## src/rtl/barrier_pkg.sv

```systemverilog
// Shared types and defaults for the core barrier controller.
package barrier_pkg;

   localparam int unsigned NumCoresDflt     = 4;
   localparam int unsigned TimeoutWidthDflt = 16;
   localparam int unsigned CountWidth       = 8;

   typedef enum logic [1:0] {
      StIdle    = 2'd0,
      StRun     = 2'd1,
      StRelease = 2'd2,
      StDone    = 2'd3
   } barrier_state_e;

endpackage

```

## src/rtl/barrier_watchdog.sv

```systemverilog
// Barrier wait watchdog: saturating cycle counter, limit compare and sticky error flag.
module barrier_watchdog
   import barrier_pkg::*;
#(
   parameter int unsigned TIMEOUT_WIDTH = TimeoutWidthDflt
) (
   input  logic                     clk,
   input  logic                     rst,
   input  logic                     start_i,
   input  logic                     clear_i,
   input  logic                     inc_i,
   input  logic [TIMEOUT_WIDTH-1:0] limit_i,
   output logic                     err_o
);

   logic [TIMEOUT_WIDTH-1:0] wd_q, wd_d;
   logic                     err_q, err_d;

   always_comb begin
      wd_d  = wd_q;
      err_d = err_q;
      if (start_i || clear_i) begin
         wd_d = '0;
      end else if (inc_i && (wd_q != '1)) begin
         wd_d = wd_q + 1'b1;
      end
      // A zero limit disables the flag; start clears it even if the compare hits.
      if (start_i) begin
         err_d = 1'b0;
      end else if ((limit_i != '0) && (wd_q == limit_i)) begin
         err_d = 1'b1;
      end
   end

   always_ff @(posedge clk or posedge rst) begin
      if (rst) begin
         wd_q  <= '0;
         err_q <= 1'b0;
      end else begin
         wd_q  <= wd_d;
         err_q <= err_d;
      end
   end

   assign err_o = err_q;

endmodule

```

## src/rtl/barrier_controller.sv

```systemverilog
// Stalls cores at SYNC until every active core arrives, releases them together, retires on EXIT.
module barrier_controller
   import barrier_pkg::*;
#(
   parameter int unsigned NUM_CORES     = NumCoresDflt,
   parameter int unsigned TIMEOUT_WIDTH = TimeoutWidthDflt
) (
   input  logic                     clk,
   input  logic                     rst,
   input  logic                     start_i,
   input  logic [NUM_CORES-1:0]     core_sync_req_i,
   input  logic [NUM_CORES-1:0]     core_exit_i,
   input  logic [TIMEOUT_WIDTH-1:0] timeout_limit_i,
   output logic [NUM_CORES-1:0]     core_stall_o,
   output logic [NUM_CORES-1:0]     core_release_o,
   output logic [NUM_CORES-1:0]     active_mask_o,
   output logic                     busy_o,
   output logic                     all_done_o,
   output logic [CountWidth-1:0]    barrier_count_o,
   output logic                     timeout_err_o
);

   barrier_state_e          state_q, state_d;
   logic [NUM_CORES-1:0]    active_q, active_d;
   logic [NUM_CORES-1:0]    arrived_q, arrived_d;
   logic [CountWidth-1:0]   count_q, count_d;

   logic [NUM_CORES-1:0]    active_next;
   logic [NUM_CORES-1:0]    arrived_next;
   logic                    complete;
   logic                    wd_start, wd_clear, wd_inc;

   always_comb begin
      // Exit masks the same-cycle request of that core before the completion test.
      active_next  = active_q & ~core_exit_i;
      arrived_next = (arrived_q | core_sync_req_i) & active_next;
      complete     = (arrived_next == active_next) && (arrived_next != '0);

      state_d   = state_q;
      active_d  = active_q;
      arrived_d = arrived_q;
      count_d   = count_q;
      wd_start  = 1'b0;
      wd_clear  = 1'b0;
      wd_inc    = 1'b0;

      unique case (state_q)
         StIdle, StDone: begin
            if (start_i) begin
               state_d   = StRun;
               active_d  = '1;
               arrived_d = '0;
               count_d   = '0;
               wd_start  = 1'b1;
            end
         end
         StRun: begin
            active_d = active_next;
            if (active_next == '0) begin
               state_d   = StDone;
               arrived_d = '0;
            end else if (complete) begin
               state_d   = StRelease;
               arrived_d = arrived_next;
               wd_clear  = 1'b1;
            end else begin
               arrived_d = arrived_next;
               wd_inc    = (arrived_q != '0);
            end
         end
         StRelease: begin
            count_d   = count_q + 1'b1;
            arrived_d = '0;
            active_d  = active_next;
            state_d   = (active_next == '0) ? StDone : StRun;
         end
         default: state_d = StIdle;
      endcase
   end

   always_ff @(posedge clk or posedge rst) begin
      if (rst) begin
         state_q   <= StIdle;
         active_q  <= '0;
         arrived_q <= '0;
         count_q   <= '0;
      end else begin
         state_q   <= state_d;
         active_q  <= active_d;
         arrived_q <= arrived_d;
         count_q   <= count_d;
      end
   end

   barrier_watchdog #(
      .TIMEOUT_WIDTH(TIMEOUT_WIDTH)
   ) u_watchdog (
      .clk    (clk),
      .rst    (rst),
      .start_i(wd_start),
      .clear_i(wd_clear),
      .inc_i  (wd_inc),
      .limit_i(timeout_limit_i),
      .err_o  (timeout_err_o)
   );

   always_comb begin
      core_release_o  = (state_q == StRelease) ? arrived_q : '0;
      core_stall_o    = active_q & core_sync_req_i & ~core_release_o;
      active_mask_o   = active_q;
      busy_o          = (state_q == StRun) || (state_q == StRelease);
      all_done_o      = (state_q == StDone);
      barrier_count_o = count_q;
   end

endmodule

```

## config.mk

```make
export PLATFORM = sky130hd
export DESIGN_NAME = barrier_controller
export DESIGN_NICKNAME = d
export VERILOG_FILES = /design/src/rtl/barrier_pkg.sv /design/src/rtl/barrier_watchdog.sv /design/src/rtl/barrier_controller.sv
export SDC_FILE = /design/constraint.sdc
export NUM_CORES = 1
export LEC_CHECK = 0
export ABC_AREA = 1
export CORE_ASPECT_RATIO = 0.9
export CORE_MARGIN = 4
export CORE_UTILIZATION = 56
export DETAILED_ROUTE_END_ITERATION = 6
export GPL_ROUTABILITY_DRIVEN = 0
export GPL_TIMING_DRIVEN = 0
export PLACE_DENSITY = 0.86
export SLEW_MARGIN = 10
export SYNTH_ARGS = -nofsm -noshare
export SYNTH_HDL_FRONTEND = slang
export SYNTH_SLANG_ARGS = --single-unit
```

## constraint.sdc

```tcl
create_clock -name clk -period 5.2 [get_ports clk]
set_clock_uncertainty 0.15 [all_clocks]
set_input_delay 0.52 -clock clk [delete_from_list [all_inputs] [get_ports clk]]
set_output_delay 0.52 -clock clk [all_outputs]
set_load 0.1 [all_outputs]
```

==> metrics.md, run 1 <==
| Metric | Value |
|---|---|
| Ys Warns | `0` |
| # H-tree levels | `2` |
| DRC errors left | `0` |
| WS Path Type | `reg2out` |
| N_diodes | `0` |
| Pint | `0.0006333 W` |
| Hold slack | `about 370 ps` |
| Slew Limit Fails | `0` |
| Min-delay worst type | `reg2reg` |
| Worst setup SP type | `flip-flop` |
| Fill cell count | `341` |
| Dpl hpwl | `4749 um` |
| Core Box Area | `4184 um^2` |
| CTS Hold Bufs | `0` |
| Setup Slack @ Placement | `2206 ps` |
| Max Clock Freq | `312.1 MHz` |
| # Post-CTS Setup Buffers | `0` |
| Antenna viol nets, final | `0` |
| Chip width | `about 78 um` |
| Slew headroom | `roughly a third` |
| CP Capture Type | `output pin` |
| Worst r2r dst | `barrier_count_o[7]$_DFFE_PP0P_` |
| Main area contributors after synthesis | `dfrtp_1, nand2_1, nor2_1` |
| Initial antenna violation count | `0` |
| CP startpoint | `state_q[0]$_DFFE_PP0P_` |
| Post-route insts no fill | `476` |
| Minimum clock period | `3204 ps` |
| Reg2reg path depth | `10` |
| DRT iter0 DRCs | `242` |
| Final worst slack | `1996 ps` |
| Distinct cell type count after synthesis | `28` |
| Setup-failing EPs final | `0` |
| Top cell type's share of synthesized area | `35.32%` |
| Synthesized net count | `391` |
| Avg Cell Area, Syn | `roughly 7 um^2` |
| Critical Path RT | `4530 ps` |
| Mapped Area | `2480 um^2` |
| Num rows | `22` |
| CTS tree | `built` |
| Die ar. | `5558 um^2` |
| Crit path DAT | `2530 ps` |
| GRT Overall Usage | `24.93%` |
| Ys async rst share | `100.0%` |
| DIE HEIGHT | `71.13 um` |
| Final Cycle Share | `61.62%` |
| Clk pwr share | `around 16%` |
| Ys flop type | `dfrtp_1` |
| Worst-Skew Late Latency | `300 ps` |
| Largest net degree at the start of global routing | `36` |
| Total grt overflow | `0` |
| EDFF count, synth | `0` |
| I/O Pins | `50` |
| Clock buffer depth | `2` |
| CP endpoint | `busy_o` |
| Gate Count Post-Synth | `around 360` |
| Worst-Margin Slew | `between 900 and 1000 ps` |
| Layout cells sized above 1 | `6.971%` |
| Pre-antenna DRT Iters | `5` |
| I/O Buffers | `49` |
| Wirelength per Cell | `between 10 and 15 um` |
| Crit-path max FO | `7` |
| Resize count post-CTS | `0` |
| Switching share of power | `53.99%` |
| Synth area leader | `dfrtp_1` |
| Sw power | `~0.00074 W` |
| Register area | `875.8 um^2` |
| Worst VDD drop | `between 300 and 400 uV` |
| Root Buffer | `clkbuf_8` |
| Hold Vio Cnt, Final | `0` |
| Fin nets | `447` |
| Sequential power share | `approximately a quarter` |
| Via/cell ratio | `5.326` |
| Area of the multi-input gates | `about 1400 um^2` |
| PwrDens | `around 440 nW/um^2` |
| Post-synthesis sequential element count | `35` |
| Worst-path clk slew | `70 ps` |
| Setup TNS | `0 ps` |
| First-pass GRT wire length | `11070 um` |
| Via count | `2535` |
| Routed WL | `6478 um` |
| RSZ-0062 raised after global routing | `no` |
| TritonCTS Sinks | `35` |
| CTS buffer count | `5` |
| Gate power share | `57.9%` |
| Initial core utilization | `59.27%` |
| Synth-to-Final Area Change | `26.84%` |
| Pleak | `1.524 nW` |
| Register area share after synthesis | `35.32%` |
| Outcome | `complete, no violations` |
| MaxCap Viol Count | `0` |
| Crit Reg-Reg Startpoint | `state_q[0]$_DFFE_PP0P_` |
| Inst Count DP | `468` |
| Number of global-route vias before repair | `2430` |
| Reg2reg setup slack | `3190 ps` |
sequential cells by signal, summed over array words and instances, names as in the netlist:
name / count
active_mask_o: 4
u_watchdog.wd_q: 16
u_watchdog.err_o: 1
barrier_count_o: 8
state_q: 2
arrived_q: 4
area by class of cell:
type	count	area share (%)
repair buffers	49	15.59
clock buffers	8	3.182
plain buffers	8	1.631
flip-flops and latches	35	27.84
well taps	60	2.387
inverters	51	6.086
multi-input cells	265	43.28
logic make-up (layout without fill, tap and decap cells):
group / count (synthesis) / count (layout) / share of synthesized area (%)
compound gates: 21 / 21 / 5.600
buf+inv: 59 / 116 / 9.788
flops: 35 / 35 / 35.32
fa+ha+maj: 5 / 5 / 2.523
simple gates: 214 / 214 / 37.94
xor+xnor: 25 / 25 / 8.829
power groups by stage:
stage          clock (W)  combinational, W  sequential, W
2_1_floorplan          0          0.000444       0.000510
3_3_place_gp           0          0.000772       0.000358
3_5_place_dp           0          0.000786       0.000362
4_1_cts         0.000225          0.000795       0.000356
5_1_grt         0.000236          0.000856       0.000365
6_report        0.000223          0.000797       0.000356
Yosys cell counts (3+ instances only):
library cell   n
buf_2          4
xor2_1        11
nand4_1       19
ha_1           5
nor2_2         3
nor3_1         4
nand2_1       94
nand3_1       25
xnor2_1       14
o32ai_1        4
dfrtp_1       35
inv_1         51
nor2_1        59
o21ai_0        8
a21oi_1        4
worst max-delay path: stages, from the launching register on:
cell and delay (ps):
dfrtp_1 400, inv_1 60, ha_1 370, inv_1 220
clkdlybuf4s50_1 1180
metal layers:
layer	global-route usage, %	up-vias	routed length (um)
met1	33.20	1163	2875
met5	0	-	0
met4	7.184	0	114
li1	-	1246	-
met2	39.35	108	3010
met3	7.506	18	478
per-stage QoR:
step	power, W	utilization, %	instance area, um^2
after detailed placement	0.001148	72.79	3045
after global routing	0.001457	75.18	3146
after floorplan	0.0009538	-	2480
after global placement	0.001130	72.79	3045
after CTS	0.001377	75.18	3146
final	0.001376	75.18	3146
worst min-delay path by stage:
stage / depth (start not counted) / start / to
after floorplan: 2 / state_q[1]$_DFFE_PP0P_ / state_q[1]$_DFFE_PP0P_
after global placement: 2 / u_watchdog.err_o$_DFFE_PP0P_ / u_watchdog.err_o$_DFFE_PP0P_
final: 2 / u_watchdog.err_o$_DFFE_PP0P_ / u_watchdog.err_o$_DFFE_PP0P_
after detailed placement: 2 / u_watchdog.err_o$_DFFE_PP0P_ / u_watchdog.err_o$_DFFE_PP0P_
after CTS: 2 / u_watchdog.err_o$_DFFE_PP0P_ / u_watchdog.err_o$_DFFE_PP0P_
after global routing: 2 / u_watchdog.err_o$_DFFE_PP0P_ / u_watchdog.err_o$_DFFE_PP0P_
placed cells by master (no fill, tap or decap), types with 3 or more instances in the layout:
| cell type | count |
|---|---|
| o32ai_1 | 4 |
| nand4_1 | 19 |
| clkbuf_8 | 7 |
| nand3_1 | 25 |
| dfrtp_1 | 35 |
| inv_1 | 50 |
| nor2_2 | 3 |
| xor2_1 | 11 |
| clkdlybuf4s50_1 | 49 |
| xnor2_1 | 14 |
| nor2_1 | 59 |
| buf_2 | 4 |
| ha_1 | 5 |
| nor3_1 | 4 |
| o21ai_0 | 8 |
| a21oi_1 | 4 |
| nand2_1 | 94 |
Note: power is estimated with default switching activity, not from simulation.
==> run 2: changes to the inputs <==
- CORE_UTILIZATION: 56 -> 52
- PLACE_DENSITY: 0.86 -> 0.81
- clock period: 5.2 -> 3 ns (I/O delays scaled with it)
==> run 2 against run 1 <==
  * First-iteration DRC count decreased by 16%
  * Clock power increased by 65%
  * Hold slack worse by 84 ps
  * Setup slack got worse by 1900 ps
  * Non-clock buffer count did not move
  * Cell area grew 0.48%
  * Sequential share of layout area shrank 0.13 points
  * Sequential power rose by 73%
==> metrics.md, run 2 (same netlist as run 1, synthesis figures left out) <==
| Metric | Value |
|---|---|
| CTS tree | `built` |
| Critical path cell sequence | `inv_1 -> ha_1 -> buf_4 -> nand2_1 -> inv_1 -> nor2_2 -> clkdlybuf4s50_1` |
| Slew Limit Fails | `0` |
| GRT Overall Usage | `22.45%` |
| Outcome | `complete, no violations` |
| Via/cell ratio | `5.100` |
| Initial core utilization | `around 55%` |
| N_diodes | `0` |
| MaxCap Viol Count | `0` |
| Post-route insts no fill | `478` |
| First-pass GRT wire length | `10400 um` |
| Die ar. | `5940 um^2` |
| Min-delay worst type | `in2async` |
| Initial antenna violation count | `0` |
| Pleak | `between 1.5 and 2 nW` |
| Design Area, Final | `3161 um^2` |
| WS Path Type | `reg2out` |
| Number of global-route vias before repair | `around 2300` |
| Largest net degree at the start of global routing | `36` |
| Area of the multi-input gates | `1371 um^2` |
| Fill cell count | `370` |
| Inst Count DP | `470` |
| Worst-Margin Slew | `roughly 1000 ps` |
| DRT iter0 DRCs | `204` |
| Crit Reg-Reg Startpoint | `state_q[0]$_DFFE_PP0P_` |
| Most frequent cells in the layout | `nand2_1, nor2_1, inv_1` |
| Reg2reg setup slack | `1030 ps` |
| Clk pwr share | `between 15 and 20%` |
| Slowest-stage cell, CP | `clkdlybuf4s50_1` |
| Sequential power share | `a little over a quarter` |
| Pre-antenna DRT Iters | `5` |
| Via count | `2438` |
| TritonCTS Sinks | `35` |
| CP Capture Type | `output pin` |
| Max Clock Freq | `approximately 350 MHz` |
| Total grt overflow | `0` |
| Setup-failing EPs final | `0` |
| Pint | `0.001070 W` |
| Routed WL | `6139 um` |
| Slew headroom | `34.63%` |
| Crit path top cell by count | `inv_1` |
| Clock buffer depth | `2` |
| Hold slack | `between 200 and 300 ps` |
| Core Box Area | `4518 um^2` |
| Dpl hpwl | `~4800 um` |
| Worst r2r dst | `barrier_count_o[7]$_DFFE_PP0P_` |
| Worst-path clk slew | `approximately 80 ps` |
| Crit-path max FO | `10` |
| Setup TNS | `0 ps` |
| Worst setup SP type | `flip-flop` |
| Switching share of power | `a little over half` |
| Layout cells sized above 1 | `8.173%` |
| Root Buffer | `clkbuf_8` |
| Crit path DAT | `2420 ps` |
| Fin nets | `447` |
| Synth-to-Final Area Change | `27.45%` |
| # H-tree levels | `2` |
| Final Cycle Share | `95.60%` |
| Core Util, Final | `69.95%` |
| RSZ-0062 raised after global routing | `no` |
| PwrDens | `around 740 nW/um^2` |
| # Post-CTS Setup Buffers | `0` |
| Worst VDD drop | `616.7 uV` |
| DRC errors left | `0` |
| Antenna viol nets, final | `0` |
| Worst-Skew Late Latency | `roughly 290 ps` |
| Number of flip-flops in the largest register | `16` |
| Reg2reg path depth | `10` |
| Max stage delay on crit path | `1130 ps` |
| CTS buffer count | `5` |
| Hold Vio Cnt, Final | `0` |
| Chip width | `80.80 um` |
| Sw power | `about 0.0013 W` |
| I/O Pins | `50` |
| Register area | `between 800 and 900 um^2` |
| Biggest register | `u_watchdog.wd_q` |
| DIE HEIGHT | `~74 um` |
| I/O Buffers | `between 40 and 50` |
| Critical Path RT | `2550 ps` |
| Wirelength per Cell | `12.84 um` |
| Num rows | `23` |
| Gate power share | `58.1%` |
| Commonest non-fill, non-tap cell in the layout | `nand2_1` |
| Minimum clock period | `approximately 2900 ps` |
| Area after DPL | `3058 um^2` |
[run 2: power by group through the flow]
stage               Clock [W]  Combinational (W)  Sequential [W]
floorplan                   0           0.000776        0.000884
global placement            0            0.00135        0.000621
detailed placement          0            0.00137        0.000625
CTS                  0.000374            0.00137        0.000615
global route         0.000398            0.00147        0.000629
finish               0.000369            0.00137        0.000616
[run 2: worst max-delay path, delay by kind of cell, from the launching register on]
| kind | cells | cell delay [ps] |
|---|---|---|
| adders and majority gates | 1 | 190 |
| DFF | 1 | 400 |
| and+or+nand+nor | 2 | 140 |
| buffers and inverters | 4 | 1410 |
[run 2: timing repair]
action | CTS | global route
gates cloned | 0 | 0
gates resized for setup | 1 | 2
hold buffers | 0 | 0
endpoints found under the setup margin | 1 | 2
[run 2: per-layer routing]
| layer | vias up | share of wire, % | track usage, % |
|---|---|---|---|
| li1 | 1254 | - | - |
| met1 | 1110 | 47 | 30.63 |
| met5 | - | 0 | 0 |
| met2 | 65 | 45 | 36.95 |
| met4 | 0 | 1.1 | 5.066 |
| met3 | 9 | 6.9 | 4.534 |
[run 2: worst max-delay path by stage]
stage,from,end,slack (ps),cells after the start
after floorplan,state_q[0]$_DFFE_PP0P_,core_stall_o[0],420,6
after global placement,state_q[0]$_DFFE_PP0P_,busy_o,360,4
after detailed placement,state_q[0]$_DFFE_PP0P_,busy_o,320,4
after CTS,state_q[0]$_DFFE_PP0P_,core_stall_o[2],110,7
after global routing,state_q[0]$_DFFE_PP0P_,core_stall_o[1],10,7
final,state_q[0]$_DFFE_PP0P_,core_stall_o[1],130,7
[run 2: area by class of cell]
| class | count | share of cell area [%] |
|---|---|---|
| sequential | 35 | 27.71 |
| timing repair buffer | 49 | 15.64 |
| tap | 62 | 2.454 |
| clock buffer | 6 | 2.613 |
| multi-input combinational | 265 | 43.39 |
| clock inverter | 2 | 0.5146 |
| buffer | 8 | 1.623 |
| inverter | 51 | 6.057 |
[run 2: metrics by stage]
stage                     setup WS [ps]  power [W]
after global placement            358.5   0.001968
after detailed placement          321.8   0.001993
final                             131.9   0.002350
after floorplan                   423.2   0.001660
after CTS                         105.7   0.002357
after global routing              9.886   0.002499
==> run 3: changes to the inputs <==
- CTS_CLUSTER_SIZE: not set -> 12
==> results of run 3 <==
No change in the layout: final DEF, timing and power equal those of run 2.
